$ cat src/rtl/sdram_frame_ctrl_pkg.sv
// Shared types for the SDRAM frame-buffer sequencer: FSM encodings, buffer index
// type and the buffer base-address helper.
package sdram_frame_ctrl_pkg;

  localparam int IDX_W = 2;

  typedef logic [IDX_W-1:0] buf_idx_t;

  typedef enum logic [1:0] {
    W_IDLE,
    W_WAIT,
    W_REQ,
    W_NEXT
  } wr_state_e;

  typedef enum logic [1:0] {
    R_IDLE,
    R_WAIT,
    R_REQ
  } rd_state_e;

  // Computed in 32 bits; callers truncate to the SDRAM address width (modulo wrap).
  function automatic logic [31:0] buf_base(input buf_idx_t idx,
                                           input logic [31:0] base,
                                           input logic [31:0] words);
    return base + (32'(idx) * words);
  endfunction

endpackage

$ cat src/rtl/sdram_frame_ctrl_if.sv
// Camera/SPI/SDRAM-side handshake bundle for sdram_frame_ctrl.
// master = the sequencer, slave = the surrounding FIFOs, decoder and sdram_core.
interface sdram_frame_ctrl_if #(
  parameter int APP_ADDR_WIDTH = 24,
  parameter int FIFO_CNT_WIDTH = 10
);
  logic                      frame_start;
  logic [FIFO_CNT_WIDTH-1:0] wr_fifo_usedw;
  logic                      wr_burst_req;
  logic [APP_ADDR_WIDTH-1:0] wr_burst_addr;
  logic                      wr_burst_finish;
  logic                      rd_start;
  logic                      rd_fifo_full;
  logic                      rd_burst_req;
  logic [APP_ADDR_WIDTH-1:0] rd_burst_addr;
  logic                      rd_burst_finish;
  logic                      frame_ready;
  logic                      rd_busy;
  logic                      rd_reject;
  logic [7:0]                drop_cnt;

  modport master (
    input  frame_start, wr_fifo_usedw, wr_burst_finish,
           rd_start, rd_fifo_full, rd_burst_finish,
    output wr_burst_req, wr_burst_addr, rd_burst_req, rd_burst_addr,
           frame_ready, rd_busy, rd_reject, drop_cnt
  );

  modport slave (
    output frame_start, wr_fifo_usedw, wr_burst_finish,
           rd_start, rd_fifo_full, rd_burst_finish,
    input  wr_burst_req, wr_burst_addr, rd_burst_req, rd_burst_addr,
           frame_ready, rd_busy, rd_reject, drop_cnt
  );
endinterface

$ cat src/rtl/sdram_frame_ctrl_frame_buf_alloc.sv
// Frame buffer bookkeeping: latest published buffer, the readout lock, and
// selection of the next buffer the writer may use.
module frame_buf_alloc
  import sdram_frame_ctrl_pkg::*;
#(
  parameter int NUM_BUFS = 3
) (
  input  logic     clk,
  input  logic     nrst,
  input  logic     i_publish,
  input  buf_idx_t i_pub_idx,
  input  logic     i_lock,
  input  logic     i_unlock,
  output logic     o_latest_valid,
  output buf_idx_t o_rd_idx,
  output logic     o_locked,
  output buf_idx_t o_sel_idx
);

  buf_idx_t r_latest_idx;
  logic     r_latest_valid;
  buf_idx_t r_rd_idx;
  logic     r_locked;

  logic [NUM_BUFS-1:0] w_unlocked;
  logic [NUM_BUFS-1:0] w_free;
  buf_idx_t            w_sel_idx;

  genvar gi;
  generate
    for (gi = 0; gi < NUM_BUFS; gi++) begin : g_mask
      assign w_unlocked[gi] = !(r_locked && (r_rd_idx == buf_idx_t'(gi)));
      assign w_free[gi]     = w_unlocked[gi] &&
                              !(r_latest_valid && (r_latest_idx == buf_idx_t'(gi)));
    end
  endgenerate

  // Lowest fully free buffer; with only two buffers fall back to reusing latest.
  always_comb begin
    w_sel_idx = '0;
    for (int i = NUM_BUFS - 1; i >= 0; i--) begin
      if (w_unlocked[i]) w_sel_idx = buf_idx_t'(i);
    end
    if (|w_free) begin
      for (int i = NUM_BUFS - 1; i >= 0; i--) begin
        if (w_free[i]) w_sel_idx = buf_idx_t'(i);
      end
    end
  end

  always_ff @(posedge clk or negedge nrst) begin
    if (!nrst) begin
      r_latest_idx   <= '0;
      r_latest_valid <= 1'b0;
      r_rd_idx       <= '0;
      r_locked       <= 1'b0;
    end else begin
      if (i_publish) begin
        r_latest_idx   <= i_pub_idx;
        r_latest_valid <= 1'b1;
      end
      // Lock captures the pre-publish latest, so a same-cycle publish is not read.
      if (i_lock) begin
        r_rd_idx <= r_latest_idx;
        r_locked <= 1'b1;
      end else if (i_unlock) begin
        r_locked <= 1'b0;
      end
    end
  end

  assign o_latest_valid = r_latest_valid;
  assign o_rd_idx       = r_rd_idx;
  assign o_locked       = r_locked;
  assign o_sel_idx      = w_sel_idx;

endmodule

$ cat src/rtl/sdram_frame_ctrl.sv
// SDRAM frame-buffer sequencer: camera write-burst and SPI read-burst address
// generation over NUM_BUFS rotating frame buffers.
module sdram_frame_ctrl
  import sdram_frame_ctrl_pkg::*;
#(
  parameter int APP_ADDR_WIDTH  = 24,
  parameter int FIFO_CNT_WIDTH  = 10,
  parameter int WR_BURST_LEN    = 256,
  parameter int RD_BURST_LEN    = 1,
  parameter int WORDS_PER_FRAME = 65536,
  parameter int NUM_BUFS        = 3,
  parameter int BASE_ADDR       = 0
) (
  input logic                 clk,
  input logic                 nrst,
  sdram_frame_ctrl_if.master  bus
);

  localparam int OFF_W = $clog2(WORDS_PER_FRAME + 1);
  localparam logic [OFF_W-1:0]          FRAME_END = OFF_W'(WORDS_PER_FRAME);
  localparam logic [OFF_W-1:0]          WR_STEP   = OFF_W'(WR_BURST_LEN);
  localparam logic [OFF_W-1:0]          RD_STEP   = OFF_W'(RD_BURST_LEN);
  localparam logic [31:0]               BASE32    = 32'(BASE_ADDR);
  localparam logic [31:0]               FRAME32   = 32'(WORDS_PER_FRAME);
  localparam logic [APP_ADDR_WIDTH-1:0] ADDR_RST  = APP_ADDR_WIDTH'(BASE_ADDR);
  localparam logic [FIFO_CNT_WIDTH:0]   WATERMARK = (FIFO_CNT_WIDTH + 1)'(WR_BURST_LEN);

  wr_state_e                 r_wr_state;
  buf_idx_t                  r_wr_idx;
  logic [OFF_W-1:0]          r_wr_off;
  logic                      r_wr_req;
  logic [APP_ADDR_WIDTH-1:0] r_wr_addr;
  logic                      r_abort_pend;
  logic [7:0]                r_drop_cnt;

  rd_state_e                 r_rd_state;
  logic [OFF_W-1:0]          r_rd_off;
  logic                      r_rd_req;
  logic [APP_ADDR_WIDTH-1:0] r_rd_addr;
  logic                      r_rd_reject;

  logic                      w_latest_valid;
  buf_idx_t                  w_rd_idx;
  logic                      w_locked;
  buf_idx_t                  w_sel_idx;
  logic                      w_publish;
  logic                      w_rd_lock;
  logic                      w_rd_unlock;
  logic                      w_fifo_ready;
  logic [OFF_W-1:0]          w_rd_off_next;
  logic                      w_rd_last;
  logic [APP_ADDR_WIDTH-1:0] w_wr_addr;
  logic [APP_ADDR_WIDTH-1:0] w_rd_addr;

  assign w_wr_addr     = APP_ADDR_WIDTH'(buf_base(r_wr_idx, BASE32, FRAME32) + 32'(r_wr_off));
  assign w_rd_addr     = APP_ADDR_WIDTH'(buf_base(w_rd_idx, BASE32, FRAME32) + 32'(r_rd_off));
  assign w_fifo_ready  = {1'b0, bus.wr_fifo_usedw} >= WATERMARK;
  assign w_rd_off_next = r_rd_off + RD_STEP;
  assign w_rd_last     = (w_rd_off_next == FRAME_END);

  // A pending or fresh frame_start at W_NEXT wins over publishing the buffer.
  assign w_publish   = (r_wr_state == W_NEXT) && !bus.frame_start && !r_abort_pend &&
                       (r_wr_off == FRAME_END);
  assign w_rd_lock   = (r_rd_state == R_IDLE) && bus.rd_start && w_latest_valid;
  assign w_rd_unlock = (r_rd_state == R_REQ) && bus.rd_burst_finish && w_rd_last;

  frame_buf_alloc #(
    .NUM_BUFS (NUM_BUFS)
  ) u_alloc (
    .clk            (clk),
    .nrst           (nrst),
    .i_publish      (w_publish),
    .i_pub_idx      (r_wr_idx),
    .i_lock         (w_rd_lock),
    .i_unlock       (w_rd_unlock),
    .o_latest_valid (w_latest_valid),
    .o_rd_idx       (w_rd_idx),
    .o_locked       (w_locked),
    .o_sel_idx      (w_sel_idx)
  );

  always_ff @(posedge clk or negedge nrst) begin
    if (!nrst) begin
      r_wr_state   <= W_IDLE;
      r_wr_idx     <= '0;
      r_wr_off     <= '0;
      r_wr_req     <= 1'b0;
      r_wr_addr    <= ADDR_RST;
      r_abort_pend <= 1'b0;
      r_drop_cnt   <= 8'd0;
    end else begin
      case (r_wr_state)
        W_IDLE: begin
          if (bus.frame_start) begin
            r_wr_idx   <= w_sel_idx;
            r_wr_off   <= '0;
            r_wr_state <= W_WAIT;
          end
        end
        W_WAIT: begin
          if (bus.frame_start) begin
            r_wr_idx <= w_sel_idx;
            r_wr_off <= '0;
            if (r_drop_cnt != 8'hFF) r_drop_cnt <= r_drop_cnt + 8'd1;
          end else if (w_fifo_ready) begin
            r_wr_addr  <= w_wr_addr;
            r_wr_req   <= 1'b1;
            r_wr_state <= W_REQ;
          end
        end
        W_REQ: begin
          // An in-flight burst is never cut short; the abort waits for W_NEXT.
          if (bus.frame_start) r_abort_pend <= 1'b1;
          if (bus.wr_burst_finish) begin
            r_wr_req   <= 1'b0;
            r_wr_off   <= r_wr_off + WR_STEP;
            r_wr_state <= W_NEXT;
          end
        end
        W_NEXT: begin
          if (bus.frame_start || r_abort_pend) begin
            r_wr_idx     <= w_sel_idx;
            r_wr_off     <= '0;
            r_abort_pend <= 1'b0;
            if (r_drop_cnt != 8'hFF) r_drop_cnt <= r_drop_cnt + 8'd1;
            r_wr_state   <= W_WAIT;
          end else if (r_wr_off == FRAME_END) begin
            r_wr_state <= W_IDLE;
          end else begin
            r_wr_state <= W_WAIT;
          end
        end
      endcase
    end
  end

  always_ff @(posedge clk or negedge nrst) begin
    if (!nrst) begin
      r_rd_state  <= R_IDLE;
      r_rd_off    <= '0;
      r_rd_req    <= 1'b0;
      r_rd_addr   <= ADDR_RST;
      r_rd_reject <= 1'b0;
    end else begin
      r_rd_reject <= 1'b0;
      case (r_rd_state)
        R_IDLE: begin
          if (bus.rd_start) begin
            if (w_latest_valid) begin
              r_rd_off   <= '0;
              r_rd_state <= R_WAIT;
            end else begin
              r_rd_reject <= 1'b1;
            end
          end
        end
        R_WAIT: begin
          if (bus.rd_start) r_rd_reject <= 1'b1;
          if (!bus.rd_fifo_full) begin
            r_rd_addr  <= w_rd_addr;
            r_rd_req   <= 1'b1;
            r_rd_state <= R_REQ;
          end
        end
        R_REQ: begin
          if (bus.rd_start) r_rd_reject <= 1'b1;
          if (bus.rd_burst_finish) begin
            r_rd_req <= 1'b0;
            if (w_rd_last) begin
              r_rd_state <= R_IDLE;
            end else begin
              r_rd_off   <= w_rd_off_next;
              r_rd_state <= R_WAIT;
            end
          end
        end
        default: r_rd_state <= R_IDLE;
      endcase
    end
  end

  assign bus.wr_burst_req  = r_wr_req;
  assign bus.wr_burst_addr = r_wr_addr;
  assign bus.rd_burst_req  = r_rd_req;
  assign bus.rd_burst_addr = r_rd_addr;
  assign bus.frame_ready   = w_latest_valid;
  assign bus.rd_busy       = w_locked;
  assign bus.rd_reject     = r_rd_reject;
  assign bus.drop_cnt      = r_drop_cnt;

endmodule

$ cat src/flat_wrapper.sv
// flat-port wrapper written by rule: the top's interface ports become plain ports
module sdram_frame_ctrl_flat import sdram_frame_ctrl_pkg::*;
#(
  parameter int APP_ADDR_WIDTH  = 24,
  parameter int FIFO_CNT_WIDTH  = 10,
  parameter int WR_BURST_LEN    = 256,
  parameter int RD_BURST_LEN    = 1,
  parameter int WORDS_PER_FRAME = 65536,
  parameter int NUM_BUFS        = 3,
  parameter int BASE_ADDR       = 0
)
  (clk, nrst, bus_frame_start, bus_wr_fifo_usedw, bus_wr_burst_finish, bus_rd_start, bus_rd_fifo_full, bus_rd_burst_finish, bus_wr_burst_req, bus_wr_burst_addr, bus_rd_burst_req, bus_rd_burst_addr, bus_frame_ready, bus_rd_busy, bus_rd_reject, bus_drop_cnt);
  sdram_frame_ctrl_if #(.APP_ADDR_WIDTH(APP_ADDR_WIDTH), .FIFO_CNT_WIDTH(FIFO_CNT_WIDTH)) bus_i ();
  input logic clk;
  input logic nrst;
  input wire logic [$bits(bus_i.frame_start)-1:0] bus_frame_start;
  input wire logic [$bits(bus_i.wr_fifo_usedw)-1:0] bus_wr_fifo_usedw;
  input wire logic [$bits(bus_i.wr_burst_finish)-1:0] bus_wr_burst_finish;
  input wire logic [$bits(bus_i.rd_start)-1:0] bus_rd_start;
  input wire logic [$bits(bus_i.rd_fifo_full)-1:0] bus_rd_fifo_full;
  input wire logic [$bits(bus_i.rd_burst_finish)-1:0] bus_rd_burst_finish;
  output wire logic [$bits(bus_i.wr_burst_req)-1:0] bus_wr_burst_req;
  output wire logic [$bits(bus_i.wr_burst_addr)-1:0] bus_wr_burst_addr;
  output wire logic [$bits(bus_i.rd_burst_req)-1:0] bus_rd_burst_req;
  output wire logic [$bits(bus_i.rd_burst_addr)-1:0] bus_rd_burst_addr;
  output wire logic [$bits(bus_i.frame_ready)-1:0] bus_frame_ready;
  output wire logic [$bits(bus_i.rd_busy)-1:0] bus_rd_busy;
  output wire logic [$bits(bus_i.rd_reject)-1:0] bus_rd_reject;
  output wire logic [$bits(bus_i.drop_cnt)-1:0] bus_drop_cnt;
  assign bus_i.frame_start = bus_frame_start;
  assign bus_i.wr_fifo_usedw = bus_wr_fifo_usedw;
  assign bus_i.wr_burst_finish = bus_wr_burst_finish;
  assign bus_i.rd_start = bus_rd_start;
  assign bus_i.rd_fifo_full = bus_rd_fifo_full;
  assign bus_i.rd_burst_finish = bus_rd_burst_finish;
  assign bus_wr_burst_req = bus_i.wr_burst_req;
  assign bus_wr_burst_addr = bus_i.wr_burst_addr;
  assign bus_rd_burst_req = bus_i.rd_burst_req;
  assign bus_rd_burst_addr = bus_i.rd_burst_addr;
  assign bus_frame_ready = bus_i.frame_ready;
  assign bus_rd_busy = bus_i.rd_busy;
  assign bus_rd_reject = bus_i.rd_reject;
  assign bus_drop_cnt = bus_i.drop_cnt;
  sdram_frame_ctrl #(.APP_ADDR_WIDTH(APP_ADDR_WIDTH), .FIFO_CNT_WIDTH(FIFO_CNT_WIDTH), .WR_BURST_LEN(WR_BURST_LEN), .RD_BURST_LEN(RD_BURST_LEN), .WORDS_PER_FRAME(WORDS_PER_FRAME), .NUM_BUFS(NUM_BUFS), .BASE_ADDR(BASE_ADDR)) u_core (.clk(clk), .nrst(nrst), .bus(bus_i));
endmodule
$ cat config.mk
export PLATFORM = sky130hd
export DESIGN_NAME = sdram_frame_ctrl_flat
export DESIGN_NICKNAME = d
export VERILOG_FILES = /design/src/rtl/sdram_frame_ctrl_pkg.sv /design/src/rtl/sdram_frame_ctrl_if.sv /design/src/rtl/sdram_frame_ctrl_frame_buf_alloc.sv /design/src/rtl/sdram_frame_ctrl.sv /design/src/flat_wrapper.sv
export SDC_FILE = /design/constraint.sdc
export NUM_CORES = 1
export LEC_CHECK = 0
export CORE_ASPECT_RATIO = 0.8
export CORE_MARGIN = 4
export CORE_UTILIZATION = 48
export DETAILED_ROUTE_END_ITERATION = 10
export HOLD_SLACK_MARGIN = 0.1
export PLACE_DENSITY = 0.77
export SYNTH_ARGS = -nofsm -noshare
export SYNTH_HDL_FRONTEND = slang
export SYNTH_SLANG_ARGS = --single-unit
$ cat constraint.sdc
create_clock -name clk -period 2.15 [get_ports clk]
set_input_delay 0.43 -clock clk [delete_from_list [all_inputs] [get_ports clk]]
set_output_delay 0.43 -clock clk [all_outputs]
set_load 0.02 [all_outputs]
==> results.md, run 1 <==
Logic synthesis:
- The area of the mapped netlist is 4410 sq um.
- Ranked by instance count, the synthesized netlist is headed by dfrtp_1, nand2_1, mux2_2, o21ai_0, nor2_1.
- Yosys mapped the design onto 67 distinct sky130hd cell types.
- The most common cell in the synthesized netlist is dfrtp_1.
- The prevailing post-synth register cell is dfrtp_1.
- The share of synthesized area occupied by flip-flops and latches is 0.454.
- During synthesis, Yosys emitted a total of 0 warnings.
- The synthesized design contains 0 enable-type register cells.
- Synthesis inferred 80 register bits.
- The library cell with the largest summed area after synthesis is dfrtp_1.
- Synthesis produced a netlist whose cell count is 437.
- The mean cell area of the mapped netlist is 10.1 sq um.
- The top cell type's share of synthesized area is 0.454.
- By area the synthesized netlist is led by dfrtp_1, mux2_2, nand2_1.
- For this run, asynchronously set or reset flops after synthesis account for 1.00.

Clock network:
- Clock tree synthesis selected as its root buffer the cell clkbuf_16.
- Clock-pin slew was measured on the worst setup and hold paths at 0.06 ns.
- TritonCTS built the clock tree.
- The number of clock sinks seen by CTS is 80.
- At the later pin of the worst-skew pair, clock insertion delay measures 0.35 ns.
- In this run the number of H-tree levels came out at 3.
- The maximum clock path buffer count is 2.
- The CTS buffer count is 9.

Run:
- The tool flagged a number of max-cap violations equal to 0.

Detailed routing:
- The routed layout has 3913 vias.
- The detailed router finished its first iteration with 236 violations.
- In the routed design, unresolved DRC markers number 0.
- Dividing the detail-routed wire length by the instance count gives 17.7 um.
- The first detailed-routing pass took 5 iterations.
- Dividing the detail-routed via count by the number of cells gives 5.72.
- The count of nets left with antenna violations once routing finished came out at 0.
- The total wirelength of the detailed-routed design is 12100 um.

Floorplanning:
- In this run the horizontal extent of the chip is 115 um.
- The die covers 10800 sq um.
- The count of boundary I/O pins is 78.
- The initial utilization of the core area, before any placement, comes to 0.490.
- The placeable core region is 9000 sq um.
- The floorplan row count is 31.
- The die extent in y is 93.8 um.

STA:
- The pin slew with the least headroom to its limit is 0.732 ns.
- The setup slack of the critical path after layout is -0.117 ns.
- Based on the critical path, the design can be clocked at up to 0.441 GHz.
- The hold violation total from the final report came to 0.
- Headroom to the max-slew limit came out at 0.509.
- Setup violations remaining at the end of the flow were counted as 16.
- The max-slew violation total from the final report came to 0.
- On the final layout, the worst hold slack is 0.477 ns.
- Setup repair after global routing could not meet its margin everywhere.
- Clock skew on the completed layout was measured at 0.00659 ns.
- The final critical delay including setup and external delays is 2.27 ns.
- The final critical-path share of the clock period is 1.05.

Power:
- Dividing total power by cell area gives a power density of 939 nW/um^2.
- The share of total power in combinational logic is 0.362.
- The share of total power in sequential cells is 0.330.
- The leakage component of the power is 2.94 nW.
- The switching share of total power is 0.354.
- Across the VDD grid, the largest voltage drop is 747 uV.
- The share of total power dissipated in the clock network is 0.307.
- The design draws 0.00584 W.
- The switching power is 0.00206 W.
- The internal power contribution is 0.00377 W.

Critical path:
- The startpoint identified for the worst register-to-register timing path is u_core.r_rd_off[1]$_DFFE_PN0P_.
- The worst reg2reg path depth is 9.
- The number of buffer and inverter stages on the critical path is 1.
- The signal on the critical path passes through ha_4, nand3_4, nor4_2, xor2_1, nor3_2, and4_4, buf_12, a21oi_1, o32ai_1.
- The number of gates on the worst path with buffers counted is 9.
- The critical path is of the flop to flop type.
- The worst endpoint data arrival time is 2.48 ns.
- The critical-path maximum fanout is 7.
- The setup slack of the worst register-to-register path is -0.12 ns.
- In this run the worst setup path terminates at u_core.r_rd_off[16]$_DFFE_PN0P_.
- For this design, the slowest cell found on the critical path is dfrtp_2.
- STA puts the critical path data required time at 2.37 ns.
- STA classifies the critical path startpoint as a flop.
- The worst setup path is captured at a flop.
- The worst reg2reg path endpoint is u_core.r_rd_off[16]$_DFFE_PN0P_.
- In this design, the stage delay of the slowest critical-path cell is 0.41 ns.
- The cell family with the largest share of critical-path delay is simple AND/OR/NAND/NOR gates.
- The start point of the critical path is u_core.r_rd_off[1]$_DFFE_PN0P_.

Placed design:
- The final weighted congestion in routability-driven placement is 0.944.
- Input and output buffers added on the ports amount to 51.
- The HPWL after detailed placement is 7720 um.

Status:
- The flow ran to the end, but the final reports show violations.
- The checks that failed: setup timing.

GRT:
- The layer flagged by global routing as most heavily used is met2.
- The routing usage on met1 is 0.295.
- The largest net degree at the start of global routing is 26.
- The first global-routing pass estimated 18500 um of wire.
- The via count of the first global-routing pass is 3792.
- For met2 alone, demand over resource in global routing was 0.337.
- The global routing met3 resource utilization is 0.0560.
- The total grt overflow is 0.
- Across every metal layer, demand over resource in global routing totals 0.217.
- The initial antenna violation count was 0.

Min path:
- In this run the worst hold path is classified as flop to flop.

Layout:
- The ratio of cells with drive above 1 in the final layout is 0.325.
- The area added between synthesis and finish is 40.8%.
- The filler cells instantiated in the layout total 650.
- The utilization of the core after routing is 0.691.
- For this run, the post-layout net count is 597.
- 0 antenna diodes ended up in the layout.
[tightest hold or removal path: cells and delay by family, from the launching register on]
family,cells,cell delay [ns]
AND/OR/NAND/NOR,1,0.04
flip-flops,1,0.34
AO/OA/AOI/OAI,1,0.06
[what timing repair did]
item	4_1_cts	5_1_grt
hold endpoints to repair	22	0
endpoints found under the setup margin	19	21
gates resized for setup	23	37
pin swaps	11	22
buffers inserted	7	8
hold buffers	1	0
[per-layer routing]
layer,up-vias,part of all wire
li1,1782,-
met1,1887,0.42
met2,201,0.47
met3,43,0.078
met4,0,0.031
met5,-,0
[kinds of logic (layout without fill, tap and decap cells)]
kind of cell	after synthesis	after routing	share of synthesized area
AND/OR/NAND/NOR	153	153	0.187
AO/OA/AOI/OAI	80	80	0.124
flip-flops	80	80	0.454
buffers and inverters	56	171	0.0686
multiplexers	35	35	0.0882
adder cells (fa/ha/maj)	16	16	0.0454
XOR/XNOR	16	16	0.0318
other	1	18	0.000850
[through the flow]
step / setup WS, ns / instances / instance area, sq um / TNS [ns]
2_1_floorplan: 0.0129 / 454 / 4490 / 0
3_3_place_gp: -0.124 / 652 / 5470 / -1.21
5_1_grt: -0.169 / 684 / 6210 / -2.27
3_5_place_dp: -0.235 / 652 / 5470 / -3.10
6_report: -0.117 / 684 / 6210 / -0.845
4_1_cts: -0.00321 / 676 / 5990 / -0.00321
[cell usage in the layout, fill, tap and decap left out, types with 4 or more instances in the layout]
cell type         n
a211o_1           4
a21oi_1           9
a22o_1            4
buf_4            75
buf_6             9
clkbuf_16         9
clkdlybuf4s50_1  50
conb_1           18
dfrtp_1          75
dfrtp_2           5
ha_1             15
inv_1            17
mux2_2           31
nand2_1          54
nand2b_1          4
nand3_1          15
nand4_1           6
nor2_1           20
nor3_1            8
nor3_2            4
o21ai_0          19
o21ai_1           5
or3_1             4
xnor2_1          10
xor2_1            5
[worst min path at each step]
stage,startpoint,endpoint,slack (ns),cells past startpoint
floorplan,nrst,u_core.bus.drop_cnt[0]$_DFFE_PN0P_,0.13,0
CTS,u_core.bus.wr_burst_addr[8]$_DFFE_PN0P_,u_core.bus.wr_burst_addr[8]$_DFFE_PN0P_,0.48,2
global placement,nrst,u_core.bus.rd_burst_addr[13]$_DFFE_PN0P_,0.36,1
finish,u_core.bus.wr_burst_addr[8]$_DFFE_PN0P_,u_core.bus.wr_burst_addr[8]$_DFFE_PN0P_,0.48,2
detailed placement,nrst,u_core.bus.rd_burst_addr[12]$_DFFE_PN0P_,0.36,1
global route,u_core.bus.rd_burst_addr[12]$_DFFE_PN0P_,u_core.bus.rd_burst_addr[12]$_DFFE_PN0P_,0.50,2
[registers in the layout, summed over array words and instances, names as in the netlist, 2 cells and up]
register                     cells
u_core.r_wr_idx                  2
u_core.r_rd_off                 17
u_core.u_alloc.r_latest_idx      2
u_core.r_wr_off                  9
u_core.bus.wr_burst_addr        11
u_core.u_alloc.o_rd_idx          2
u_core.r_wr_state                2
u_core.bus.drop_cnt              8
u_core.r_rd_state                2
u_core.bus.rd_burst_addr        19
[power groups by stage]
stage          combinational [W]  sequential [W]  clock [W]
2_1_floorplan           0.000982         0.00207          0
3_3_place_gp             0.00191         0.00193          0
3_5_place_dp             0.00198         0.00194          0
4_1_cts                  0.00203         0.00192    0.00182
5_1_grt                  0.00230         0.00195    0.00188
6_report                 0.00211         0.00193    0.00179
[layout make-up]
| cell class | count | area, sq um | share of cell area |
|---|---|---|---|
| clock buffer | 9 | 225 | 0.0362 |
| clock inverter | 7 | 126 | 0.0203 |
| inverter | 17 | 63.8 | 0.0103 |
| multi-input combinational | 318 | 2410 | 0.388 |
| sequential | 80 | 2010 | 0.323 |
| tap | 115 | 144 | 0.0232 |
| timing repair buffer | 138 | 1230 | 0.199 |
(Power assumes the default switching activity.)
==> run 2, diff against run 1 <==
--- a/config.mk
+++ b/config.mk
@@ -9,6 +9,7 @@
 export CORE_MARGIN = 4
 export CORE_UTILIZATION = 48
 export DETAILED_ROUTE_END_ITERATION = 10
+export GPL_ROUTABILITY_DRIVEN = 0
 export HOLD_SLACK_MARGIN = 0.1
 export PLACE_DENSITY = 0.77
 export SYNTH_ARGS = -nofsm -noshare
==> results.md, run 2 (synthesized netlist as in run 1, its figures left out) <==
Clock network:
- The tree is rooted in a clkbuf_16.
- The number of clock sinks seen by CTS was 80 (unchanged).
- The maximum level of the CTS H-tree is 3 (unchanged).
- The later-pin clock latency in the skew report is 0.34 ns (about the same).
- The clock transition at the register clock pins on the worst setup and hold paths after CTS is 0.07 ns (about the same).
- The CTS buffer count was 9 (unchanged).
- The clock tree from TritonCTS is done.
- The maximum clock path buffer count is 2 (unchanged).
- The number of hold buffers added after cts is 0 (-1).

GRT:
- The via count of the first global-routing pass is 3866 (+2.0%).
- The initial antenna violation count is 0 (unchanged).
- The largest net degree at the start of global routing is 48 (+85%).
- The global-route total usage across every layer is 0.213 (-0.00387).
- The first-pass GRT wire length was 18500 um (-0.11%).
- The total grt overflow is 0 (unchanged).

Floorplanning:
- The placeable core region came to 9000 sq um (unchanged).
- The x dimension of the die was 115 um (unchanged).
- The floorplan row count was 31 (unchanged).
- The starting density of the core was 0.490 (unchanged).
- The area of the die is 10800 sq um (unchanged).
- The count of boundary I/O pins came to 78 (unchanged).
- The die extent in y was 93.8 um (unchanged).

Power:
- The switching share of total power was 0.360 (+0.00615).
- The leakage component of the power is 2.91 nW (-1.1%).
- The internal power contribution is 0.00364 W (-3.6%).
- The total power divided by cell area is 928 nW/um^2 (-1.2%).
- The peak supply drop is 867 uV (+16%).
- The power share of the clock group is 0.297 (-0.010).
- The total power is 0.00568 W (-2.7%).
- The share of total power in sequential cells is 0.340 (+0.010).
- The switching power is 0.00204 W (-0.99%).
- The share of total power in combinational logic is 0.363 (about the same).

STA:
- Setup repair after global routing could not meet its margin everywhere.
- The max-slew violation total from the final report is 0 (unchanged).
- The final critical delay including setup and external delays is 2.23 ns (-0.0338 ns).
- The hold violation total from the final report is 0 (unchanged).
- The maximum operating frequency is 0.448 GHz (+1.5%).
- The setup-violating endpoint count in the final report is 9 (-7).
- The final critical-path share of the clock period is 1.04 (-0.0157).
- The pin slew with the least headroom to its limit is 0.678 ns (-0.0541 ns).
- The tightest slew margin relative to the limit is 0.545 (+0.0363).
- The worst clock skew is 0.00775 ns (+0.00116 ns).
- The post-route worst hold slack was 0.101 ns (-0.376 ns).
- The setup slack of the critical path after layout is -0.0835 ns (+0.0338 ns).

Status:
- The flow ran to the end, but the final reports show violations.
- The checks that failed: setup timing.

Placed design:
- The HPWL after detailed placement is 7660 um (-0.78%).
- The number of port buffers is 51 (unchanged).
- The total cell area at the placement stage is 5470 sq um (-0.14%).
- The cell total after placement is 651 (-0.15%).

Layout:
- The number of flip-flops in the largest register is 19 (unchanged).
- The antenna diode count is 0 (unchanged).
- The utilization of the core after routing is 0.680 (-0.0103).
- Relative to the synthesized area, the layout overhead comes to 38.7%.
- Leaving out fill and tap cells, the most frequent cell in the layout is buf_4.
- The layout net count is 599 (+0.34%).
- The filler cell count in the final layout is 660 (+1.5%).
- The library cells used most frequently in the layout, excluding fill and tap cells, are buf_4, dfrtp_1, nand2_1, clkdlybuf4s50_1, mux2_2.
- The number of cells in the finished layout apart from fillers came to 686 (+0.29%).
- The final standard cell area without fillers is 6120 sq um (-1.5%).
- The ratio of cells with drive above 1 in the final layout is 0.317 (-0.00814).

Critical path:
- The type of element capturing the critical path is a flop.
- STA classifies the critical path startpoint as a flop.
- The worst endpoint data arrival time was 2.50 ns (+0.02 ns).
- The type of the worst setup path is flop to flop.
- The required time of the worst setup path is 2.42 ns (+0.05 ns).
- The critical-path maximum fanout was 7 (unchanged).

Run:
- The number of max-cap violations is 0 (unchanged).

Detailed routing:
- The remaining routing DRC violations was 0 (unchanged).
- The total wirelength of the detailed-routed design is 11400 um (-5.7%).
- The count of TritonRoute iterations in the first routing pass is 7 (+2).
- The wire length per cell is 16.6 um (-6.0%).
- The detailed router's first-iteration violation count was 202 (-14%).
- The antenna violation net count after detailed routing was 0 (unchanged).
- The number of vias in the routed layout is 3824 (-2.3%).
- The detailed-route vias per instance is 5.57 (-2.6%).

Min path:
- The min-delay analysis places its worst path in the category primary input to asynchronous set/reset pin.
[run 2: changes by cell type in the layout (fill, tap and decap cells not counted), moves of 2 or more]
cell and delta:
o311ai_1 +3, o21ai_0 +2, buf_6 -6, a21oi_1 +3, a21oi_2 -2, buf_4 +8
o21ai_1 -2, nor2_2 +2, o311ai_0 -2
[run 2: worst max-delay path: stages (launching register included)]
cell	delay, ns
dfrtp_2	0.42
ha_4	0.16
nand3_4	0.12
nor4_2	0.31
xor2_1	0.21
nor3_1	0.06
and4_4	0.23
buf_12	0.13
nor4_1	0.35
a211o_1	0.16
[run 2: area by class of cell]
| class | instances | area, sq um | share of cell area |
|---|---|---|---|
| clock buffer | 9 | 225 | 0.0368 |
| clock inverter | 7 | 103 | 0.0168 |
| inverter | 17 | 63.8 | 0.0104 |
| multi-input combinational | 318 | 2340 | 0.382 |
| sequential | 80 | 2010 | 0.328 |
| tap | 115 | 144 | 0.0235 |
| timing repair buffer | 140 | 1240 | 0.202 |
[run 2: final timing paths]
| kind | startpoint | end | slack, ns | depth (start not counted) |
|---|---|---|---|---|
| hold reg to reg | u_core.bus.wr_burst_addr[8]$_DFFE_PN0P_ | u_core.bus.wr_burst_addr[8]$_DFFE_PN0P_ | 0.48 | 2 |
| setup reg to reg | u_core.r_rd_off[1]$_DFFE_PN0P_ | u_core.r_rd_off[3]$_DFFE_PN0P_ | -0.08 | 9 |
| setup / recovery | u_core.r_rd_off[1]$_DFFE_PN0P_ | u_core.r_rd_off[3]$_DFFE_PN0P_ | -0.08 | 9 |
| max in group asynchronous | nrst | u_core.u_alloc.o_locked$_DFFE_PN0P_ | 1.41 | 2 |
| min in group clk | u_core.bus.wr_burst_addr[8]$_DFFE_PN0P_ | u_core.bus.wr_burst_addr[8]$_DFFE_PN0P_ | 0.48 | 2 |
| hold / removal | nrst | u_core.r_rd_off[14]$_DFFE_PN0P_ | 0.10 | 1 |
[run 2: stage by stage]
| step | setup WS [ns] | setup TNS [ns] |
|---|---|---|
| after floorplan | 0.0129 | 0 |
| after global placement | -0.139 | -1.41 |
| after detailed placement | -0.183 | -2.39 |
| after CTS | 0.00415 | 0 |
| after global routing | -0.129 | -1.41 |
| final | -0.0835 | -0.311 |
[run 2: power groups by stage]
stage / Clock (W) / Combinational (W) / Sequential (W)
after floorplan: 0 / 0.000982 / 0.00207
after global placement: 0 / 0.00191 / 0.00193
after detailed placement: 0 / 0.00199 / 0.00195
after CTS: 0.00172 / 0.00201 / 0.00193
after global routing: 0.00177 / 0.00224 / 0.00196
final: 0.00169 / 0.00206 / 0.00193
[run 2: metal layers]
| metal | GRT usage | share of wire | vias up |
|---|---|---|---|
| met3 | 0.0354 | 0.071 | 33 |
| met5 | 0 | 0 | - |
| met1 | 0.293 | 0.44 | 1847 |
| li1 | - | - | 1778 |
| met2 | 0.337 | 0.46 | 166 |
| met4 | 0.0860 | 0.031 | 0 |
[run 2: repair_timing]
action                     4_1_cts  5_1_grt
gates resized for setup         24       19
setup endpoints to repair       19       23
buffers inserted                 6       13
pin swaps                       14        4
==> run 3, diff against run 2 <==
--- a/config.mk
+++ b/config.mk
@@ -5,8 +5,8 @@
 export SDC_FILE = /design/constraint.sdc
 export NUM_CORES = 1
 export LEC_CHECK = 0
-export CORE_ASPECT_RATIO = 0.8
-export CORE_MARGIN = 4
+export CORE_ASPECT_RATIO = 1.4
+export CORE_MARGIN = 2
 export CORE_UTILIZATION = 48
 export DETAILED_ROUTE_END_ITERATION = 10
 export GPL_ROUTABILITY_DRIVEN = 0
==> results.md, run 3 (synthesized netlist as in run 1, its figures left out) <==
Layout:
- The layout net count is 588 (-1.8%).
- The leading cell type in the layout, fill and taps excluded is dfrtp_1.
- The utilization of the core after routing is 0.663 (-0.0173).
- The antenna diode count is 0 (unchanged).
- The ratio of cells with drive above 1 in the final layout came to 0.289 (-0.0277).
- The number of flip-flops in the largest register was 19 (unchanged).
- The multi-input logic area was 2310 sq um (-1.3%).
- The filler cell count in the final layout is 662 (+0.30%).
- The final standard cell area without fillers is 5950 sq um (-2.8%).
- Leaving out fill and tap cells, the most frequent cells in the layout are dfrtp_1, buf_4, nand2_1, clkdlybuf4s50_1, mux2_2.
- The area taken by flip-flops and latches came to 2010 sq um (-0.19%).
- The number of cells in the finished layout apart from fillers came to 667 (-2.8%).
- The area added between synthesis and finish is 34.9%.

STA:
- The setup slack of the critical path after layout is -0.178 ns (-0.0946 ns).
- The worst clock skew is 0.0110 ns (+0.00327 ns).
- The final critical delay including setup and external delays came to 2.33 ns (+0.0946 ns).
- The final critical-path share of the clock period is 1.08 (+0.0440).
- The tightest slew margin relative to the limit is 0.635 (+0.0898).
- The pin slew with the least headroom to its limit is 0.544 ns (-0.134 ns).
- The hold violation total from the final report is 0 (unchanged).
- Setup repair after global routing could not meet its margin everywhere.
- The setup-violating endpoint count in the final report came to 16 (+7).
- The maximum operating frequency is 0.430 GHz (-4.1%).
- The max-slew violation total from the final report is 0 (unchanged).

Clock network:
- The maximum level of the CTS H-tree is 3 (unchanged).
- The clock tree from TritonCTS is done.
- The number of clock sinks seen by CTS is 80 (unchanged).
- The later-pin clock latency in the skew report is 0.35 ns (about the same).
- The buffer type at the clock tree root is clkbuf_16.
- The CTS buffer count is 9 (unchanged).
- The clock transition at the register clock pins on the worst setup and hold paths after CTS is 0.06 ns (about the same).
- The maximum clock path buffer count is 2 (unchanged).

GRT:
- The largest net degree at the start of global routing came to 57 (+19%).
- The total grt overflow is 0 (unchanged).
- The initial antenna violation count is 0 (unchanged).
- The global-route total usage across every layer is 0.222 (+0.00912).
- The first-pass GRT wire length is 18000 um (-2.5%).
- The via count of the first global-routing pass is 3828 (-0.98%).

Critical path:
- The critical-path maximum fanout is 4 (-3).
- The worst reg2reg path endpoint is u_core.r_rd_off[11]$_DFFE_PN0P_.
- The setup slack of the worst register-to-register path came to -0.18 ns (-0.09 ns).
- The worst reg2reg path depth came to 9 (unchanged).
- STA classifies the critical path endpoint as a flop.
- The startpoint identified for the worst register-to-register timing path is u_core.r_rd_off[0]$_DFFE_PN0P_.
- The worst endpoint data arrival time was 2.56 ns (+0.06 ns).
- The type of the worst setup path is flop to flop.
- The required time of the worst setup path is 2.38 ns (-0.04 ns).
- The critical path startpoint category is a flop.

Detailed routing:
- The detailed-route vias per instance is 5.72 (+2.5%).
- The antenna violation net count after detailed routing is 0 (unchanged).
- The number of vias in the routed layout is 3812 (-0.31%).
- The wire length per cell was 16.7 um (+0.39%).
- The detailed router's first-iteration violation count is 264 (+31%).
- The remaining routing DRC violations came to 0 (unchanged).
- The total wirelength of the detailed-routed design is 11100 um (-2.4%).
- The count of TritonRoute iterations in the first routing pass was 7 (unchanged).

Floorplanning:
- The x dimension of the die is 85.0 um (-26%).
- The count of boundary I/O pins was 78 (unchanged).
- The starting density of the core is 0.492 (+0.00116).
- The area of the die was 9990 sq um (-7.5%).
- The placeable core region came to 8980 sq um (-0.24%).
- The floorplan row count is 41 (+32%).
- The die extent in y is 117 um (+25%).

Min path:
- The endpoint with the worst hold slack is u_core.bus.rd_burst_addr[12]$_DFFE_PN0P_.
- The tightest min-delay check is of the flop to flop type.
- The worst hold path begins at u_core.bus.rd_burst_addr[12]$_DFFE_PN0P_.
- The cell count of the worst hold path is 2.

Status:
- The checks that failed: setup timing.
- The flow ran to the end, but the final reports show violations.

Placed design:
- The cell total after placement came to 640 (-1.7%).
- The HPWL after detailed placement came to 7570 um (-1.2%).
- The number of port buffers is 51 (unchanged).
- The total cell area at the placement stage is 5420 sq um (-0.82%).
- The worst slack at placement is -0.227 ns (-0.0441 ns).

Power:
- The total power divided by cell area came to 925 nW/um^2 (-0.23%).
- The peak supply drop came to 778 uV (-10%).
- The leakage component of the power is 2.85 nW (-2.1%).
- The total power is 0.00551 W (-3.0%).

Run:
- The number of max-cap violations is 0 (unchanged).
[run 3: cell count changes in the layout (fill, tap and decap cells not counted), sizes merged]
cell	previous run	this run
buf	90	78
clkinvlp	1	3
bufinv	2	1
dlygate4sd3	0	1
inv	20	19
[run 3: worst max path at each step]
stage | from | end | slack (ns) | cells after the start
final | u_core.r_rd_off[0]$_DFFE_PN0P_ | u_core.r_rd_off[11]$_DFFE_PN0P_ | -0.18 | 9
after global routing | u_core.r_rd_off[0]$_DFFE_PN0P_ | u_core.r_rd_off[11]$_DFFE_PN0P_ | -0.28 | 9
after CTS | u_core.r_rd_off[10]$_DFFE_PN0P_ | u_core.r_rd_off[14]$_DFFE_PN0P_ | -0.11 | 9
after detailed placement | u_core.r_rd_off[1]$_DFFE_PN0P_ | u_core.r_rd_off[4]$_DFFE_PN0P_ | -0.23 | 8
after global placement | u_core.r_rd_off[1]$_DFFE_PN0P_ | u_core.r_rd_off[4]$_DFFE_PN0P_ | -0.08 | 8
after floorplan | u_core.r_rd_off[2]$_DFFE_PN0P_ | u_core.r_rd_off[12]$_DFFE_PN0P_ | 0.01 | 9
[run 3: per-layer routing]
layer	GRT usage	share of wire
met1	0.253	0.37
met2	0.397	0.54
met3	0.0477	0.050
met4	0.0893	0.037
met5	0	0
[run 3: final cells by class]
class,count,share of cell area
multi-input combinational,318,0.388
sequential,80,0.337
timing repair buffer,129,0.191
clock buffer,9,0.0378
tap,107,0.0225
clock inverter,7,0.0132
inverter,17,0.0107
[run 3: critical path, stage by stage, from the launching register on]
cell,delay (ns)
dfrtp_2,0.45
buf_4,0.15
a2111oi_2,0.44
o21bai_2,0.19
nor3_2,0.25
and4_4,0.28
buf_6,0.10
buf_4,0.09
nor4_1,0.04
a211o_1,0.22
[run 3: power breakdown]
part / switching [W] / total [W] / internal, W
clock network: 0.000661 / 0.00157 / 0.000909
registers: 0.000207 / 0.00193 / 0.00173
logic: 0.00114 / 0.00201 / 0.000866
total: 0.00201 / 0.00551 / 0.00350
[run 3: stage by stage]
| step | hold WS (ns) | TNS [ns] |
|---|---|---|
| 6_report | 0.481 | -1.50 |
| 5_1_grt | 0.516 | -3.34 |
| 3_5_place_dp | 0.357 | -1.28 |
| 2_1_floorplan | 0.134 | 0 |
| 4_1_cts | 0.488 | -0.401 |
| 3_3_place_gp | 0.352 | -0.463 |
[run 3: repair_timing]
action / 4_1_cts / 5_1_grt
endpoints found under the hold margin: 24 / 0
buffers inserted: 3 / 7
gates resized for setup: 16 / 20
pin swaps: 14 / 18
endpoints found under the setup margin: 19 / 21
hold buffers: 1 / 0
